### src/rtl/pulse_rate_monitor.sv
// Windowed event counter for the receive-domain pulse strobe, with threshold and overrun flags.
// Optional min/max tracking is compiled in when PULSE_RATE_MON_MINMAX_EN is defined.
module pulse_rate_monitor #(
  parameter int CNT_W = 32,
  parameter int WIN_W = 16
) (
  input  logic             rd_clk,
  input  logic             rd_reset,
  input  logic             enable,
  input  logic [WIN_W-1:0] win_len,
  input  logic [CNT_W-1:0] thresh,
  input  logic             pulse_en,
  output logic [CNT_W-1:0] evt_count,
  output logic             evt_valid,
  input  logic             evt_ready,
  output logic             over_thresh,
  output logic             overrun,
  input  logic             overrun_clr,
`ifdef PULSE_RATE_MON_MINMAX_EN
  input  logic             minmax_clr,
  output logic [CNT_W-1:0] min_count,
  output logic [CNT_W-1:0] max_count,
`endif
  output logic             busy
);

  typedef enum logic {IDLE, MEASURE} state_e;

  state_e           state_q;
  logic [WIN_W-1:0] win_len_q;
  logic [WIN_W-1:0] win_cnt_q;
  logic [CNT_W-1:0] acc_q;
  logic [CNT_W-1:0] evt_count_q;
  logic             evt_valid_q;
  logic             over_thresh_q;
  logic             overrun_q;
  logic             busy_q;

  logic [CNT_W-1:0] acc_d;
  logic             win_end_d;
  logic             slot_free_d;
  logic             load_d;
  logic             drop_d;

  // acc_d is the saturating count including this cycle's strobe, so it doubles as the window result.
  always_comb begin
    acc_d       = acc_q;
    if (pulse_en && (acc_q != {CNT_W{1'b1}}))
      acc_d = acc_q + CNT_W'(1);
    win_end_d   = (state_q == MEASURE) && enable && (win_cnt_q == (win_len_q - WIN_W'(1)));
    slot_free_d = !evt_valid_q || evt_ready;
    load_d      = win_end_d && slot_free_d;
    drop_d      = win_end_d && !slot_free_d;
  end

  always_ff @(posedge rd_clk) begin
    if (rd_reset) begin
      state_q       <= IDLE;
      win_len_q     <= '0;
      win_cnt_q     <= '0;
      acc_q         <= '0;
      evt_count_q   <= '0;
      evt_valid_q   <= 1'b0;
      over_thresh_q <= 1'b0;
      overrun_q     <= 1'b0;
      busy_q        <= 1'b0;
    end else begin
      case (state_q)
        IDLE: begin
          if (enable && (win_len != '0)) begin
            win_len_q <= win_len;
            win_cnt_q <= '0;
            acc_q     <= '0;
            state_q   <= MEASURE;
            busy_q    <= 1'b1;
          end
        end
        MEASURE: begin
          if (!enable) begin
            win_cnt_q <= '0;
            acc_q     <= '0;
            state_q   <= IDLE;
            busy_q    <= 1'b0;
          end else if (win_end_d) begin
            // Back-to-back windows: the next one starts on the very next cycle.
            win_len_q <= win_len;
            win_cnt_q <= '0;
            acc_q     <= '0;
            if (win_len == '0) begin
              state_q <= IDLE;
              busy_q  <= 1'b0;
            end
          end else begin
            win_cnt_q <= win_cnt_q + WIN_W'(1);
            acc_q     <= acc_d;
          end
        end
        default: begin
          state_q <= IDLE;
          busy_q  <= 1'b0;
        end
      endcase

      if (load_d) begin
        evt_count_q   <= acc_d;
        over_thresh_q <= (acc_d >= thresh);
        evt_valid_q   <= 1'b1;
      end else if (evt_valid_q && evt_ready) begin
        evt_valid_q <= 1'b0;
      end

      if (drop_d)
        overrun_q <= 1'b1;
      else if (overrun_clr)
        overrun_q <= 1'b0;
    end
  end

`ifdef PULSE_RATE_MON_MINMAX_EN
  logic [CNT_W-1:0] min_q;
  logic [CNT_W-1:0] max_q;

  // A clear coinciding with a finished window restarts tracking from that window's result.
  always_ff @(posedge rd_clk) begin
    if (rd_reset) begin
      min_q <= {CNT_W{1'b1}};
      max_q <= '0;
    end else if (win_end_d) begin
      if (minmax_clr) begin
        min_q <= acc_d;
        max_q <= acc_d;
      end else begin
        if (acc_d < min_q) min_q <= acc_d;
        if (acc_d > max_q) max_q <= acc_d;
      end
    end else if (minmax_clr) begin
      min_q <= {CNT_W{1'b1}};
      max_q <= '0;
    end
  end

  assign min_count = min_q;
  assign max_count = max_q;
`endif

  assign evt_count   = evt_count_q;
  assign evt_valid   = evt_valid_q;
  assign over_thresh = over_thresh_q;
  assign overrun     = overrun_q;
  assign busy        = busy_q;

endmodule

### config.mk
export PLATFORM = sky130hd
export DESIGN_NAME = pulse_rate_monitor
export DESIGN_NICKNAME = d
export VERILOG_FILES = /design/src/rtl/pulse_rate_monitor.sv
export SDC_FILE = /design/constraint.sdc
export NUM_CORES = 1
export LEC_CHECK = 0
export ABC_AREA = 1
export BUFFER_PORTS_ARGS = -buffer_cell sky130_fd_sc_hd__buf_2
export CORE_MARGIN = 5
export CORE_UTILIZATION = 35
export CTS_BUF_LIST = sky130_fd_sc_hd__clkbuf_8 sky130_fd_sc_hd__clkbuf_16
export CTS_CLUSTER_SIZE = 40
export DETAILED_ROUTE_END_ITERATION = 6
export HOLD_SLACK_MARGIN = 0.02
export SYNTH_ARGS = -nofsm -noshare
export SYNTH_HDL_FRONTEND = slang
export SYNTH_SLANG_ARGS = --single-unit
### constraint.sdc
create_clock -name rd_clk -period 3.8 [get_ports rd_clk]
set_input_delay 0.19 -clock rd_clk [delete_from_list [all_inputs] [get_ports rd_clk]]
set_output_delay 0.19 -clock rd_clk [all_outputs]
set_load 0.005 [all_outputs]
==> run metrics, run 1 <==
setup_tns 0 ps; hold slack ~68 ps; crit path kind register to register; Slew Limit Fails 0; final setup fails 0; fin crit period 3390 ps; DRC viols 0; largest net degree at the start of global routing approximately 50; Max-slew headroom 42.4%; Yosys reg bits just over 100; All-Layer GR Usage 16.2%; unrepaired setup endpoints after global routing false; crit-path cells ha_1, nand2_1, nor2_1, nand2_1, nor2_1, nand2_1, nand2_1, inv_2, buf_4, o21ai_0, inv_1, ha_1, a21oi_1, nor3_1, a211oi_1, nand2_1, a21oi_1, nor2_1, nor2_1, nor2_1; Ys Warns 0; Syn Area/Cell 6.09 sq um; Synth top area share around 29%; layout cells sized above 1 12.7%; Core ar. 20000 sq um; Die H 152 microns; slowest CP cell dfxtp_1; area delta synth->final 14.0%; Cells after Synth 1159; clk buf depth 2; Post-synth EDFFs 0; Worst Skew 9.52 ps; status finished, final reports clean; Final nets approximately 1300; final period utilization 89.1%; register area share after synthesis between 20% and 30%; Die ar. 23100 sq um; clock-pin slew of the registers on the worst-case setup and hold paths about 80 ps; Sink Count slightly above 100; top-count cell post-synth nand2_1; diode count 0; met2 WL 9120 microns; routability cong. 0.918; # IOs 90; DP Area between 7000 and 8000 sq um; total of max-cap violations 0; CP required roughly 4000 ps; Mapped Area 7050 sq um; VDD IR max 0.195 mV; worst skew pair latency 360 ps; CTS buffer count 9; worst min path class input port to register; metal3 WL 594 microns; post-synth cell types 36; vias in the first global route 6490; largest area contributor in the netlist dfxtp_1; post-DP HPWL 14500 microns; first-pass GRT wire length around 31000 microns; CP Launch Type register; FF+latch area 2020 sq um; Hold Fails Final Rpt 0; Non-Filler Instances 1507; vias 6866; CTS Root Buffer Type clkbuf_16; Synth top cells by count nand2_1 (308), nor2_1 (208), inv_1 (172); crit path DAT 3650 ps; highest routed layer met4; Placed Instances about 1500; TritonRoute pass-1 iters 5; Multi-input gate area 4150 sq um; filler instances ~2200; die extent in x 152 microns; hold buffers post-CTS 0; post-route ant nets 0; Via density 4.56; H-tree Lvls 3; CTS tree done; initial DRC count 376; Design Area, Final 8040 sq um; Routed WL per cell 12.5 microns; Core Rows 52; Static Leakage 4.07 nW; PortBufs 89; Worst setup EP type register; maximum fanout along the worst path 28; Initial Util a little over a third; Final Util 40.1%; crit-path max cell delay ~380 ps; Fmax 0.295 GHz; pwr dens 326 nW/um^2; Met1 Routed Length 8760 microns; Async SR Flop Fraction 0%; ys flop type dfxtp_1; grt ovf 0; largest cells by area after synthesis dfxtp_1 (29%), nand2_1 (16%), nor2_1 (11%); post-CTS setup buffers 0; WL final around 19000 microns; Slew @ Worst Pin 861 ps; Mapped Nets 1248; initial antenna violation count 0
## worst max-delay path, delay by kind of cell, from the launching register on
| family | cells | cell delay (ps) |
|---|---|---|
| AOI/OAI and AO/OA | 4 | 740 |
| adders and majority gates | 2 | 490 |
| DFF | 1 | 380 |
| and+or+nand+nor | 11 | 1110 |
| buffers and inverters | 3 | 570 |
## layer usage
layer / vias up / global-route usage [%]
met1: 3026 / 20.6
met5: - / 0
met2: 107 / 28.5
met3: 21 / 2.28
li1: 3712 / -
met4: 0 / 4.54
## placed cells by master (no fill, tap or decap), types with 12 or more instances in the layout
cell type,netlist,final
nand2_1,308,308
nor2_1,208,208
inv_1,172,172
dfxtp_1,101,101
buf_2,10,89
nand3_1,64,64
a21oi_1,47,46
o21ai_0,46,45
ha_1,35,35
xor2_1,29,29
nor3_1,28,28
nand4_1,16,16
a21oi_2,11,12
## sequential cells by signal (all words and copies together), names as in the netlist
signal       count
state_q          1
busy             1
evt_count       32
win_len_q       16
evt_valid        1
win_cnt_q       16
acc_q           32
overrun          1
over_thresh      1
## logic make-up after synthesis
kind of cell / synth area share, %
DFF: 28.7
AOI/OAI and AO/OA: 8.64
adders and majority gates: 6.21
buffers and inverters: 12.5
muxes: 0.568
xor gates and xnor gates: 4.84
and+or+nand+nor: 38.6
## repair_timing
action / in CTS / in global routing
gates resized for setup: 0 / 1
endpoints found under the setup margin: 0 / 1
endpoints found under the hold margin: 0 / 0
## worst paths after layout
check / startpoint / end / slack [ps] / cells after the start
setup / recovery: acc_q[1]$_SDFFE_PP0P_ / over_thresh$_SDFFE_PP0P_ / 410 / 20
hold / removal: win_len[8] / win_len_q[8]$_SDFFE_PP0P_ / 70 / 3
setup reg to reg: acc_q[1]$_SDFFE_PP0P_ / over_thresh$_SDFFE_PP0P_ / 410 / 20
hold reg to reg: overrun$_SDFFE_PP0P_ / overrun$_SDFFE_PP0P_ / 470 / 2
## area by class of cell
class | count | area share, %
timing repair buffer | 99 | 6.47
sequential | 101 | 25.1
clock buffer | 9 | 2.80
multi-input combinational | 840 | 51.6
tap | 270 | 4.20
clock inverter | 7 | 1.31
inverter | 181 | 8.45
## where the power goes
| part | switching (W) | internal (W) | total [W] |
|---|---|---|---|
| clock | 0.000466 | 0.000589 | 0.00105 |
| combinational | 0.000283 | 0.000163 | 0.000446 |
| sequential | 0.0000362 | 0.00109 | 0.00112 |
## metrics by stage
stage | setup slack (ps) | total power [W]
global route | 18.9 | 0.00277
finish | 415 | 0.00262
CTS | 430 | 0.00265
floorplan | 960 | 0.00148
global placement | 592 | 0.00159
detailed placement | 443 | 0.00159
Note: power is estimated with default switching activity, not from simulation.
==> run 2, diff against run 1 <==
- CORE_UTILIZATION: 35 -> 29
==> run 2 against run 1 <==
Against the previous run: combinational power about the same; worst setup slack better by 150 ps; critical path depth is 2 higher; worst hold slack got worse by 1.4 ps; cell count increased by 3.5%; sequential power barely moved; global-route usage shrank 1.8 points; maximum frequency grew 4.7%; final area increased by 0.11%; first-iteration DRC count shrank 8.0%.
==> run metrics, run 2 (synthesis gave the netlist of run 1 again) <==
Static Leakage 4.05 nW (-0.73%); setup_tns 0 ps (unchanged); # IOs 90 (unchanged); fin crit period 3230 ps (-152 ps); crit-path cells ha_1, nand2_1, nor2_1, nand2_1, nor2_1, nand2_1, nand2_1, inv_2, o21ai_0, inv_1, ha_1, a21oi_1, o21a_1, nand2_1, nand2_1, nand2_1, nand2_1, nand2_1, a21oi_1, nor2_1, nor2_1, nor2_1; WL final 19600 microns (+4.6%); post-route ant nets 0 (unchanged); Fmax 0.309 GHz (+4.7%); total of max-cap violations 0 (unchanged); Placed Instances 1544 (+3.6%); crit path DAT 3500 ps (-150 ps); Max-slew headroom 42.5% (+0.078 points); first-pass GRT wire length 32900 microns (+4.9%); Final nets 1320 (-0.076%); initial DRC count 346 (-8.0%); slowest CP cell dfxtp_1; final setup fails 0 (unchanged); Non-Filler Instances 1559 (+3.5%); CP Buf/Inv Count 2 (-1); CP Launch Type register; unrepaired setup endpoints after global routing false; vias 6941 (+1.1%); DRC viols 0 (unchanged); largest net degree at the start of global routing 51 (unchanged); CTS tree done; status finished, final reports clean; clock-pin slew of the registers on the worst-case setup and hold paths 80 ps (about the same); Core Rows 57 (+9.6%); routability cong. 0.880 (-4.1%); post-CTS setup buffers 0 (unchanged); Slew @ Worst Pin 860 ps (-1.17 ps); crit path kind register to register; layout cells sized above 1 12.6% (-0.14 points); most frequent cells in the layout nand2_1 (308), nor2_1 (208), inv_1 (172); CTS resizes 0 (unchanged); PortBufs 89 (unchanged); die extent in x 166 microns (+9.2%); grt ovf 0 (unchanged); H-tree Lvls 3 (unchanged); Total Power 0.00250 W (-4.8%); Via density 4.45 (-2.3%); maximum fanout along the worst path 18 (-36%); Sink Count 101 (unchanged); CTS Root Buffer Type clkbuf_16; All-Layer GR Usage 14.4% (-1.8 points); Routed WL per cell 12.6 microns (+1.1%); worst skew pair latency 370 ps (about the same); crit-path max cell delay 380 ps (about the same); Core ar. 24100 sq um (+20%); Worst Skew 15.1 ps (+5.62 ps); post-DP HPWL 15000 microns (+3.7%); clk buf depth 2 (unchanged); vias in the first global route 6648 (+2.4%); CTS buffer count 9 (unchanged); worst min path class input port to register; Worst setup EP type register; initial antenna violation count 0 (unchanged); final period utilization 85.1% (-4.0 points); Die H 166 microns (+9.2%); pwr dens 310 nW/um^2 (-4.9%); Top delay family on crit path simple AND/OR/NAND/NOR gates; Die ar. 27500 sq um (+19%); filler instances 2687 (+21%); CP required 4060 ps (about the same); Initial Util 29.3% (-5.9 points); area delta synth->final 14.1%; diode count 0 (unchanged); most frequent CP cell nand2_1; Slew Limit Fails 0 (unchanged); TritonRoute pass-1 iters 5 (unchanged); Hold Fails Final Rpt 0 (unchanged); VDD IR max 0.175 mV (-10%); hold buffers post-CTS 0 (unchanged); commonest non-fill, non-tap cell in the layout nand2_1
[run 2: cell count changes in the layout (fill, tap and decap cells not counted), sizes merged]
| cell | change |
|---|---|
| bufinv | -2 |
| inv | +1 |
| buf | -1 |
[run 2: where the power goes]
part,switching (W),total [W],internal (W)
combinational,0.000286,0.000449,0.000163
clock,0.000470,0.000925,0.000455
sequential,0.0000362,0.00112,0.00109
total,0.000792,0.00250,0.00170
[run 2: worst min-delay path: cells and delay by family]
| kind | cells | cell delay [ps] |
|---|---|---|
| and+or+nand+nor | 1 | 80 |
| AOI/OAI and AO/OA | 1 | 30 |
| buffers and inverters | 1 | 90 |
[run 2: metrics by stage]
| step | hold slack [ps] | area (sq um) | util, % | setup slack (ps) |
|---|---|---|---|---|
| finish | 66.1 | 8050 | 33.4 | 567 |
| detailed placement | 441 | 7770 | 32.2 | 547 |
| global placement | 435 | 7770 | 32.2 | 564 |
| global route | 61.6 | 8050 | 33.4 | 119 |
| CTS | 51.7 | 8050 | 33.4 | 553 |
| floorplan | 259 | 7050 | - | 960 |
[run 2: final timing paths]
kind	depth (start not counted)	to	start	slack [ps]
max	22	over_thresh$_SDFFE_PP0P_	acc_q[1]$_SDFFE_PP0P_	570
min	3	win_len_q[7]$_SDFFE_PP0P_	win_len[7]	70
max reg2reg	22	over_thresh$_SDFFE_PP0P_	acc_q[1]$_SDFFE_PP0P_	570
min reg2reg	2	overrun$_SDFFE_PP0P_	overrun$_SDFFE_PP0P_	480
[run 2: metal layers]
metal | GRT usage (%) | up-vias | wire length [microns]
li1 | - | 3727 | -
met1 | 17.8 | 3060 | 8840
met3 | 3.07 | 29 | 822
met2 | 25.1 | 125 | 9560
met5 | 0 | - | 0
met4 | 4.16 | 0 | 406
[run 2: layout make-up]
cell class / instances / area [sq um] / area share (%)
clock buffer: 9 / 225 / 2.80
clock inverter: 6 / 53.8 / 0.668
inverter: 181 / 679 / 8.44
multi-input combinational: 840 / 4150 / 51.6
sequential: 101 / 2020 / 25.1
tap: 324 / 405 / 5.03
timing repair buffer: 98 / 513 / 6.37
